--- config.mk ---
export PLATFORM = sky130hd
export DESIGN_NAME = uart_rx
export DESIGN_NICKNAME = d
export VERILOG_FILES = /design/src/rtl/uart_rx.sv
export SDC_FILE = /design/constraint.sdc
export NUM_CORES = 1
export LEC_CHECK = 0
export ABC_AREA = 1
export CELL_PAD_IN_SITES_DETAIL_PLACEMENT = 1
export CELL_PAD_IN_SITES_GLOBAL_PLACEMENT = 2
export CORE_MARGIN = 1.5
export CORE_UTILIZATION = 32
export DETAILED_ROUTE_END_ITERATION = 12
export PLACE_DENSITY_LB_ADDON = 0.1
export SYNTH_ARGS = -nofsm -noshare
export SYNTH_HDL_FRONTEND = slang
export SYNTH_SLANG_ARGS = --single-unit
--- constraint.sdc ---
create_clock -name clk -period 1.4 [get_ports clk]
set_input_delay 0.35 -clock clk [delete_from_list [all_inputs] [get_ports clk]]
set_output_delay 0.35 -clock clk [all_outputs]
set_load 0.02 [all_outputs]
--- src/rtl/uart_rx.sv ---
// uart_rx: 8N1 UART receiver with mid-bit sampling, glitch rejection and stop-bit framing check.
module uart_rx #(
  parameter int CLK_CNT  = 50_000_000,
  parameter int UART_BPS = 115200
) (
  input  logic       clk,
  input  logic       rst_n,
  input  logic       uart_rxd,
  output logic [7:0] rx_data,
  output logic       rx_done,
  output logic       frame_err,
  output logic       rx_busy
);
  localparam int BPS_CNT = CLK_CNT / UART_BPS;
  localparam int HALF    = BPS_CNT / 2;
  typedef enum logic [1:0] {IDLE, START, DATA, STOP} state_t;
  state_t      state, state_nx;
  logic        rxd_s1, rxd_s2, rxd_d;
  logic [2:0]  vld;
  logic [15:0] timer;
  logic [2:0]  bit_idx;
  logic [7:0]  shift;
  logic        start_cond, sample, bit_end;
  // vld marks when rxd_d holds a real line sample, so a line already low at reset release is not an edge
  assign start_cond = vld[2] & rxd_d & ~rxd_s2;
  assign sample     = timer == 16'(HALF);
  assign bit_end    = timer == 16'(BPS_CNT - 1);
  assign rx_busy    = state != IDLE;
  always_ff @(posedge clk or negedge rst_n)
    if (!rst_n) begin
      rxd_s1 <= 1'b1;
      rxd_s2 <= 1'b1;
      rxd_d  <= 1'b1;
      vld    <= '0;
    end else begin
      rxd_s1 <= uart_rxd;
      rxd_s2 <= rxd_s1;
      rxd_d  <= rxd_s2;
      vld    <= {vld[1:0], 1'b1};
    end
  always_ff @(posedge clk or negedge rst_n)
    if (!rst_n) state <= IDLE;
    else        state <= state_nx;
  always_comb begin
    state_nx = state;
    case (state)
      IDLE:    state_nx = start_cond ? START : IDLE;
      START:   state_nx = (sample && rxd_s2) ? IDLE : bit_end ? DATA : START;
      DATA:    state_nx = (bit_end && bit_idx == 3'd7) ? STOP : DATA;
      STOP:    state_nx = sample ? IDLE : STOP;
      default: state_nx = IDLE;
    endcase
  end
  always_ff @(posedge clk or negedge rst_n)
    if (!rst_n) begin
      timer     <= '0;
      bit_idx   <= '0;
      shift     <= '0;
      rx_data   <= '0;
      rx_done   <= 1'b0;
      frame_err <= 1'b0;
    end else begin
      timer     <= (state == IDLE || bit_end) ? '0 : timer + 16'd1;
      bit_idx   <= (state != DATA) ? '0 : bit_end ? bit_idx + 3'd1 : bit_idx;
      if (state == DATA && sample) shift[bit_idx] <= rxd_s2;
      if (state == STOP && sample && rxd_s2) rx_data <= shift;
      rx_done   <= state == STOP && sample && rxd_s2;
      frame_err <= state == STOP && sample && !rxd_s2;
    end
endmodule

==> flow_summary.json, run 1 <==
{
  "synth_edf_count": 0,
  "antenna_cells": 0,
  "dpl-instance-area_um2": 2870,
  "cp.depth": 9,
  "async_flop_share_pct": 100,
  "hold_ws_ps": -2.77,
  "rsz0062_at_grt": "true",
  "power-per-cell-area_nw_per_um2": 1070,
  "grt-ovfl-total": 0,
  "peakVddDrop_mv": 0.464,
  "p_leak_nw": 1.61,
  "synth_seq_cells": 45,
  "slew_violations": 0,
  "post-route-period-util_pct": 108,
  "core_area_um2": 6830,
  "grtUsageTotal_pct": 18.2,
  "dieArea_um2": 7600,
  "r2r-end": "timer[15]",
  "path_cells": "inv_2 -> ha_4 -> buf_6 -> nand3_4 -> nor2_4 -> nand2_4 -> nand2_8 -> buf_8 -> nor2_1",
  "via_per_inst": 4.52,
  "cp_top_family": "simple AND/OR/NAND/NOR gates",
  "worst_ep_required_time_ps": 1600,
  "detail-route-antenna-nets": 0,
  "start_util_pct": 33.2,
  "min_period_ps": 1510,
  "synth_top_area_share_pct": 46.4,
  "synth.area.mux_share_pct": 0,
  "finalHoldViolations": 3,
  "synth_area_leader_cell": "dfrtp_1",
  "critPathCaptureType": "register",
  "gp_congestion": 0.760,
  "synthCells": 283,
  "drt_iter0_drc": 67,
  "slowest_stage": "dfrtp_1",
  "clock.fmax_mhz": 664,
  "die_w_um": 87.2,
  "drv_cap": 0,
  "layout.cells.non_filler": 454,
  "vias": 2050,
  "seq_area_frac_synth_pct": 49.9,
  "rrSetupSlack_ps": -110,
  "clk_pin_slew_ps": 90,
  "synth_cell_types": 28,
  "yosys_warnings": 0,
  "synth_nets": 290,
  "synth_area_leaders": "dfrtp_1 (46%), nand2_1 (11%), nor2_1 (8.1%)",
  "cts-root-buf": "clkbuf_8",
  "crit_type": "register to register",
  "setup_viol": 37,
  "drive_above_1_share_pct": 41.3,
  "clk_latency_ps": 310,
  "fill_cells": 797,
  "r2r_start": "timer[1]",
  "layout-area-overhead-vs-synth_pct": 50.4,
  "path_max_fanout": 7,
  "cp.arrival_ps": 1700,
  "synth_fa_ha_area_share_pct": 2.21,
  "ios": 14,
  "skew_ps": 8.39,
  "final_util_pct": 49.9,
  "finalSetupTns_ps": -2630,
  "cts_htree_levels": 2,
  "synth-simple-area-share_pct": 34.9,
  "synth_commonest_cells": "nand2_1 (67), nor2_1 (49), dfrtp_1 (42), inv_1 (31), nand3_1 (31)",
  "cp_slowest_stage_delay_ps": 400,
  "grt_max_degree": 46,
  "nets": 364,
  "synth_xor_area_share_pct": 2.32,
  "path_buf_inv": 3,
  "drcViolationCount": 0,
  "io_buffers": 13,
  "start_kind": "register",
  "grt_pass1_wl_um": 10500,
  "cts_tree": "built",
  "post-route-cell-area_um2": 3410,
  "antenna_found_initial": 0,
  "synth_top_family_by_area": "simple AND/OR/NAND/NOR gates",
  "drt-wirelength-per-cell_um": 13.9,
  "place_inst": 432,
  "synth_compound_area_share_pct": 2.87,
  "avgSynthCellArea_um2": 8.01,
  "layout_setup_ws_ps": -106,
  "ctsHoldBuffers": 0,
  "drt-pass1-iter-count": 4,
  "netlist_area_um2": 2270,
  "outcome": "finished, violations left",
  "rows": 30,
  "violations": "negative hold slack, negative setup slack",
  "max-clock-path-buffers": 2,
  "power.total_mw": 3.66,
  "min_path_type": "input port to asynchronous set/reset pin",
  "yosysMostFrequentCell": "nand2_1",
  "grt_pass1_vias": 2126,
  "place_hpwl_um": 4310,
  "wl_um": 6320,
  "clock_sinks": 45,
  "dp_slack_ps": -107,
  "synthFlopType": "dfrtp_1",
  "rr_worst_depth": 9,
  "cts_made_buffers": 5,
  "die_h_um": 87.2
}
==> cell families (layout without fill, tap and decap cells) <==
logic type               after synthesis  in the layout
AND/OR/NAND/NOR                      173            175
flip-flops                            45             45
buffers and inverters                 41            114
AO/OA/AOI/OAI                         13             13
XOR/XNOR                               6              6
adder cells (fa/ha/maj)                4              4
other                                  1              1
==> layout make-up <==
class	count	area, µm²	area share [%]
clock buffer	6	72.6	2.13
multi-input combinational	199	1290	37.9
sequential	45	1130	33.3
tap	96	120	3.52
inverter	36	136	4.00
clock inverter	2	38.8	1.14
timing repair buffer	70	616	18.1
==> placed cells by master (no fill, tap or decap), types with 4 or more instances in the layout <==
cell           synthesis  final
nand2_1               67     53
buf_4                  1     48
dfrtp_1               42     39
nor2_1                49     32
inv_1                 31     26
nand2_2                4     15
nand3_1               31     15
nor2_2                 2     13
nand3_2                0     12
nor2_4                 2      9
nand4_1                8      8
dlygate4sd2_1          0      8
inv_2                  1      7
o21ai_1                8      7
buf_6                  0      6
clkbuf_8               0      5
nand3_4                0      4
xor2_1                 4      4
==> state kept, by name (all words and copies together), names as in the netlist <==
register and count:
state 2, rxd_s2 1, timer 16, shift 8, rx_data 8, bit_idx 3, rx_done 1, rxd_d 1
frame_err 1, rxd_s1 1, vld 3
==> report_power, final <==
part / switching (mW) / internal [mW]
clock network: 0.473 / 0.536
registers: 0.0984 / 1.39
logic: 0.547 / 0.622
total: 1.12 / 2.54
==> how the worst max path moves through the flow <==
| stage | start | to | slack, ps |
|---|---|---|---|
| 2_1_floorplan | timer[1] | shift[6] | 3 |
| 3_3_place_gp | timer[0] | state[0] | -90 |
| 3_5_place_dp | timer[0] | bit_idx[0] | -110 |
| 4_1_cts | timer[1] | timer[14] | -150 |
| 5_1_grt | timer[1] | frame_err | -200 |
| 6_report | timer[1] | timer[15] | -110 |
==> metal layers <==
layer,share of wire [%],GRT usage (%),vias to the layer above
met3,2.0,3.13,7
met5,0,0,-
met4,1.1,4.76,0
met2,46,28.5,17
li1,-,-,1043
met1,51,26.2,983
==> worst reg2reg max path, stage by stage, from the launching register on <==
cell     delay, ps
dfrtp_1        400
inv_2           80
ha_4           150
buf_6          110
nand3_4         80
nor2_4         160
nand2_4        110
nand2_8        110
buf_8          140
nor2_1          50
==> what timing repair did <==
action / in CTS / in global routing
pin swaps: 15 / 17
endpoints found under the setup margin: 47 / 41
gates cloned: 3 / 0
endpoints found under the hold margin: 0 / 0
gates resized for setup: 56 / 48
setup buffers: 10 / 4
(Power assumes the default switching activity.)
==> run 2, diff against run 1 <==
--- a/config.mk
+++ b/config.mk
@@ -15,3 +15,4 @@
 export SYNTH_ARGS = -nofsm -noshare
 export SYNTH_HDL_FRONTEND = slang
 export SYNTH_SLANG_ARGS = --single-unit
+export TNS_END_PERCENT = 50
==> run 2 against run 1 <==
Register-to-register slack better by 40 ps. Non-clock buffer count is 1 lower. Via count is 0.44% lower. Worst hold slack better by 3.0 ps. Global-route usage is 1.1 points lower. Critical path depth is 1 higher. Die area stayed put. The run ends with negative setup slack left. Combinational power is 19% lower. Sequential power hardly changed. Design area is 4.2% lower. Critical endpoint is now bit_idx[0].
==> flow_summary.json, run 2 (synthesis results as in run 1) <==
{
  "worst_ep_required_time_ps": 1640,
  "min_path_type": "input port to asynchronous set/reset pin",
  "clock.fmax_mhz": 684,
  "cp_top_family": "simple AND/OR/NAND/NOR gates",
  "ios": 14,
  "drt_iter0_drc": 93,
  "finalHoldViolations": 0,
  "cp.depth": 10,
  "rr_worst_depth": 10,
  "rsz0062_at_grt": "true",
  "grt_pass1_wl_um": 9910,
  "slew_violations": 0,
  "io_buffers": 13,
  "critPathCaptureType": "register",
  "layout_setup_ws_ps": -61.2,
  "final_cell_mix": "nand2_1 (57), buf_4 (50), nor2_1 (41)",
  "cts_htree_levels": 2,
  "crit_type": "register to register",
  "place_inst": 432,
  "rrSetupSlack_ps": -60,
  "p_leak_nw": 1.58,
  "cts_made_buffers": 5,
  "crit_path_start": "timer[1]",
  "finalSetupTns_ps": -1310,
  "dpl-instance-area_um2": 2870,
  "clk_pin_slew_ps": 90,
  "drt-pass1-iter-count": 4,
  "rows": 30,
  "crit_end": "bit_idx[0]",
  "worst_path_most_repeated_cell": "nand2_4",
  "antenna_found_initial": 0,
  "power.total_mw": 3.43,
  "place_hpwl_um": 4310,
  "detail-route-antenna-nets": 0,
  "r2r_start": "timer[1]",
  "via_per_inst": 4.51,
  "post-route-period-util_pct": 104,
  "drive_above_1_share_pct": 35.6,
  "setup_viol": 37,
  "min_period_ps": 1460,
  "power-per-cell-area_nw_per_um2": 1050,
  "clock_sinks": 45,
  "die_w_um": 87.2,
  "grtUsageTotal_pct": 17.1,
  "path_max_fanout": 5,
  "cp.arrival_ps": 1700,
  "gp_congestion": 0.760,
  "nets": 363,
  "max-clock-path-buffers": 2,
  "grt-ovfl-total": 0,
  "clk_latency_ps": 300,
  "layout.cells.non_filler": 453,
  "post-route-cell-area_um2": 3260,
  "largest_reg_flops": 16,
  "drv_cap": 0,
  "cts-root-buf": "clkbuf_8",
  "path_cells": "inv_2 -> ha_4 -> buf_6 -> nand3_4 -> nor2_4 -> nand2_4 -> buf_12 -> nand2_4 -> nand3_2 -> nand2_1",
  "r2r-end": "bit_idx[0]",
  "core_area_um2": 6830,
  "start_kind": "register",
  "drcViolationCount": 0,
  "skew_ps": 7.13,
  "peakVddDrop_mv": 0.619,
  "mostFrequentLayoutCell": "nand2_1",
  "layout-area-overhead-vs-synth_pct": 44.1,
  "largest_register": "timer",
  "drt-wirelength-per-cell_um": 13.4,
  "dieArea_um2": 7600,
  "slowest_stage": "dfrtp_1",
  "vias": 2041,
  "violations": "negative setup slack",
  "die_h_um": 87.2,
  "grt_pass1_vias": 2047,
  "cts_tree": "built",
  "outcome": "finished, violations left",
  "grt_max_degree": 46,
  "final_util_pct": 47.8,
  "cp_slowest_stage_delay_ps": 400,
  "antenna_cells": 0,
  "start_util_pct": 33.2,
  "path_buf_inv": 3,
  "wl_um": 6090,
  "reg_top3": "timer x16, rx_data x8, shift x8",
  "hold_ws_ps": 0.250,
  "dp_slack_ps": -107
}
==> run 2: worst min path at each step <==
stage | endpoint | slack [ps] | cells after the start
final | timer[1] | 0.2 | 2
after global placement | vld[2] | 340 | 0
after detailed placement | vld[1] | 340 | 0
after global routing | frame_err | 30 | 2
after CTS | timer[1] | 20 | 2
after floorplan | bit_idx[0] | 50 | 0
==> run 2: worst register-to-register path: cells and delay by family (launching register included) <==
| family | cells | cell delay (ps) |
|---|---|---|
| and+or+nand+nor | 6 | 510 |
| DFF | 1 | 400 |
| buffers and inverters | 3 | 330 |
| adders and majority gates | 1 | 150 |
==> run 2: per-layer routing <==
| layer | GRT usage [%] | routed length, µm | up-vias |
|---|---|---|---|
| li1 | - | - | 1044 |
| met1 | 24.7 | 3120 | 968 |
| met2 | 26.4 | 2730 | 21 |
| met3 | 3.13 | 159 | 8 |
| met4 | 4.76 | 75 | 0 |
| met5 | 0 | 0 | - |
==> run 2: timing repair <==
action / CTS / global route
hold buffers: 0 / 0
pin swaps: 10 / 10
setup buffers: 4 / 7
endpoints found under the setup margin: 47 / 41
gates resized for setup: 42 / 26
cloned: 1 / 1
==> run 2: power breakdown <==
part | switching (mW) | leakage, nW | internal, mW
sequential | 0.0962 | 0.596 | 1.39
combinational | 0.446 | 0.926 | 0.506
clock | 0.463 | 0.0554 | 0.536
total | 1.01 | 1.58 | 2.43
==> run 2: area by class of cell <==
type,instances,area [µm²]
fillers,815,3570
inverters,36,136
clock buffers,6,72.6
flip-flops and latches,45,1130
well taps,96,120
clock inverters,2,38.8
multi-input cells,199,1180
repair buffers,69,578
==> run 3, diff against run 2 <==
--- a/config.mk
+++ b/config.mk
@@ -9,9 +9,10 @@
 export CELL_PAD_IN_SITES_DETAIL_PLACEMENT = 1
 export CELL_PAD_IN_SITES_GLOBAL_PLACEMENT = 2
 export CORE_MARGIN = 1.5
-export CORE_UTILIZATION = 32
+export CORE_UTILIZATION = 38
 export DETAILED_ROUTE_END_ITERATION = 12
 export PLACE_DENSITY_LB_ADDON = 0.1
+export REMOVE_ABC_BUFFERS = 1
 export SYNTH_ARGS = -nofsm -noshare
 export SYNTH_HDL_FRONTEND = slang
 export SYNTH_SLANG_ARGS = --single-unit
==> constraint.sdc (replaced) <==
create_clock -name clk -period 1.9 [get_ports clk]
set_input_delay 0.475 -clock clk [delete_from_list [all_inputs] [get_ports clk]]
set_output_delay 0.475 -clock clk [all_outputs]
set_load 0.02 [all_outputs]
==> run 3 against run 2 <==
The flow now finishes without violations. First-iteration DRC count is 4.3% lower. Count of clock-buffer cells in the layout is 1 lower. Sequential power is 27% lower. Worst hold slack better by 190 ps.
==> flow_summary.json, run 3 (synthesis results as in run 1) <==
{
  "start_util_pct": 40.2,
  "final_cell_mix": "nand2_1 (67), nor2_1 (49), dfrtp_1 (42)",
  "clock_sinks": 45,
  "ios": 14,
  "rr_worst_depth": 9,
  "core_area_um2": 5640,
  "slew_headroom_pct": 57.4,
  "cts_htree_levels": 2,
  "io_buffers": 13,
  "skew_ps": 5.99,
  "worst_slew_pin_slew_ps": 638,
  "setup_viol": 0,
  "start_kind": "register",
  "reg_top3": "timer x16, rx_data x8, shift x8",
  "die_h_um": 80.2,
  "grt_pass1_vias": 1859,
  "grt-ovfl-total": 0,
  "power-per-cell-area_nw_per_um2": 781,
  "clock.fmax_mhz": 565,
  "layout.cells.non_filler": 375,
  "clk_pin_slew_ps": 90,
  "drcViolationCount": 0,
  "multiInputGateArea_um2": 962,
  "power.total_mw": 2.00,
  "gp_congestion": 0.754,
  "slowest_stage": "dfrtp_1",
  "ctsResizeCount": 1,
  "layout-area-overhead-vs-synth_pct": 13.1,
  "worst_ep_required_time_ps": 1420,
  "largest_register": "timer",
  "largest_reg_flops": 16,
  "cts_setup_buffers": 0,
  "ctsHoldBuffers": 0,
  "min_period_ps": 1770,
  "r2r_start": "timer[1]",
  "cts_made_buffers": 5,
  "place_hpwl_um": 3850,
  "dp_slack_ps": 241,
  "rrSetupSlack_ps": 260,
  "drive_above_1_share_pct": 9.57,
  "cts-root-buf": "clkbuf_8",
  "rows": 27,
  "layout_setup_ws_ps": 131,
  "cp.depth": 3,
  "p_leak_nw": 1.20,
  "cp_top_family": "buffers and inverters",
  "finalSetupTns_ps": 0,
  "slew_violations": 0,
  "path_max_fanout": 4,
  "outcome": "finished, final reports clean",
  "drt-wirelength-per-cell_um": 13.6,
  "grtUsageTotal_pct": 18.1,
  "antenna_cells": 0,
  "seq_area_um2": 1130,
  "antenna_found_initial": 0,
  "critPathCaptureType": "primary output",
  "grt_pass1_wl_um": 8800,
  "detail-route-antenna-nets": 0,
  "wl_um": 5100,
  "crit_type": "register to primary output",
  "die_w_um": 80.2,
  "drt-pass1-iter-count": 4,
  "peakVddDrop_mv": 0.386,
  "rsz0062_at_grt": "false",
  "path_cells": "nor2_1 -> inv_1 -> dlygate4sd2_1",
  "path_buf_inv": 2,
  "max-clock-path-buffers": 2,
  "mostFrequentLayoutCell": "nand2_1",
  "r2r-end": "shift[3]",
  "place_inst": 367,
  "fill_cells": 715,
  "min_path_type": "input port to asynchronous set/reset pin",
  "via_per_inst": 4.77,
  "drv_cap": 0,
  "vias": 1789,
  "dieArea_um2": 6440,
  "cts_tree": "built",
  "clk_latency_ps": 290,
  "drt_iter0_drc": 89,
  "hold_ws_ps": 193,
  "cp.arrival_ps": 1290,
  "nets": 309,
  "finalHoldViolations": 0,
  "cp_slowest_stage_delay_ps": 410,
  "grt_max_degree": 29,
  "post-route-period-util_pct": 93.1,
  "crit_path_start": "state[1]"
}
[run 3: cell types whose count changed in the layout (fill, tap and decap cells not counted), sizes merged]
cell | before | now
nand4 | 10 | 9
bufinv | 1 | 0
clkdlybuf4s15 | 1 | 0
clkbuf | 6 | 5
dlygate4sd2 | 9 | 1
clkinvlp | 0 | 1
inv | 32 | 33
clkdlybuf4s50 | 1 | 11
nor2 | 55 | 54
buf | 58 | 5
[run 3: through the flow]
step	util, %	instance area [µm²]
after CTS	45.4	2560
final	45.4	2560
after floorplan	-	2230
after global placement	43.8	2470
after global routing	45.4	2560
after detailed placement	43.8	2470
[run 3: worst register-to-register path, cell delays in order, from the launching register on]
cell and delay, ps:
dfrtp_1 410, inv_1 80, ha_1 220, nand3_1 150
nor2_4 200, nand2_4 90, nor2_8 200, nand2_1 80
nand2_1 60, nand2_1 50
[run 3: worst max-delay path by stage]
stage                           to
after CTS                  rx_busy
final                      rx_busy
after detailed placement   rx_busy
after global routing       rx_busy
after global placement     rx_busy
after floorplan           shift[0]
[run 3: per-layer routing]
metal | vias up | share of wire [%] | global-route usage [%]
li1 | 929 | - | -
met1 | 836 | 53 | 26.9
met2 | 20 | 43 | 26.6
met3 | 4 | 2.5 | 3.75
met4 | 0 | 0.86 | 4.66
met5 | - | 0 | 0
[run 3: area by class of cell]
| class | count | area share [%] |
|---|---|---|
| sequential | 45 | 44.1 |
| timing repair buffer | 17 | 6.01 |
| clock inverter | 3 | 0.830 |
| clock buffer | 5 | 2.69 |
| inverter | 36 | 5.32 |
| tap | 72 | 3.52 |
| multi-input combinational | 197 | 37.5 |
[run 3: power by group]
group / internal, mW / switching, mW / total (mW)
logic: 0.114 / 0.203 / 0.317
clock network: 0.261 / 0.341 / 0.603
registers: 1.02 / 0.0654 / 1.08
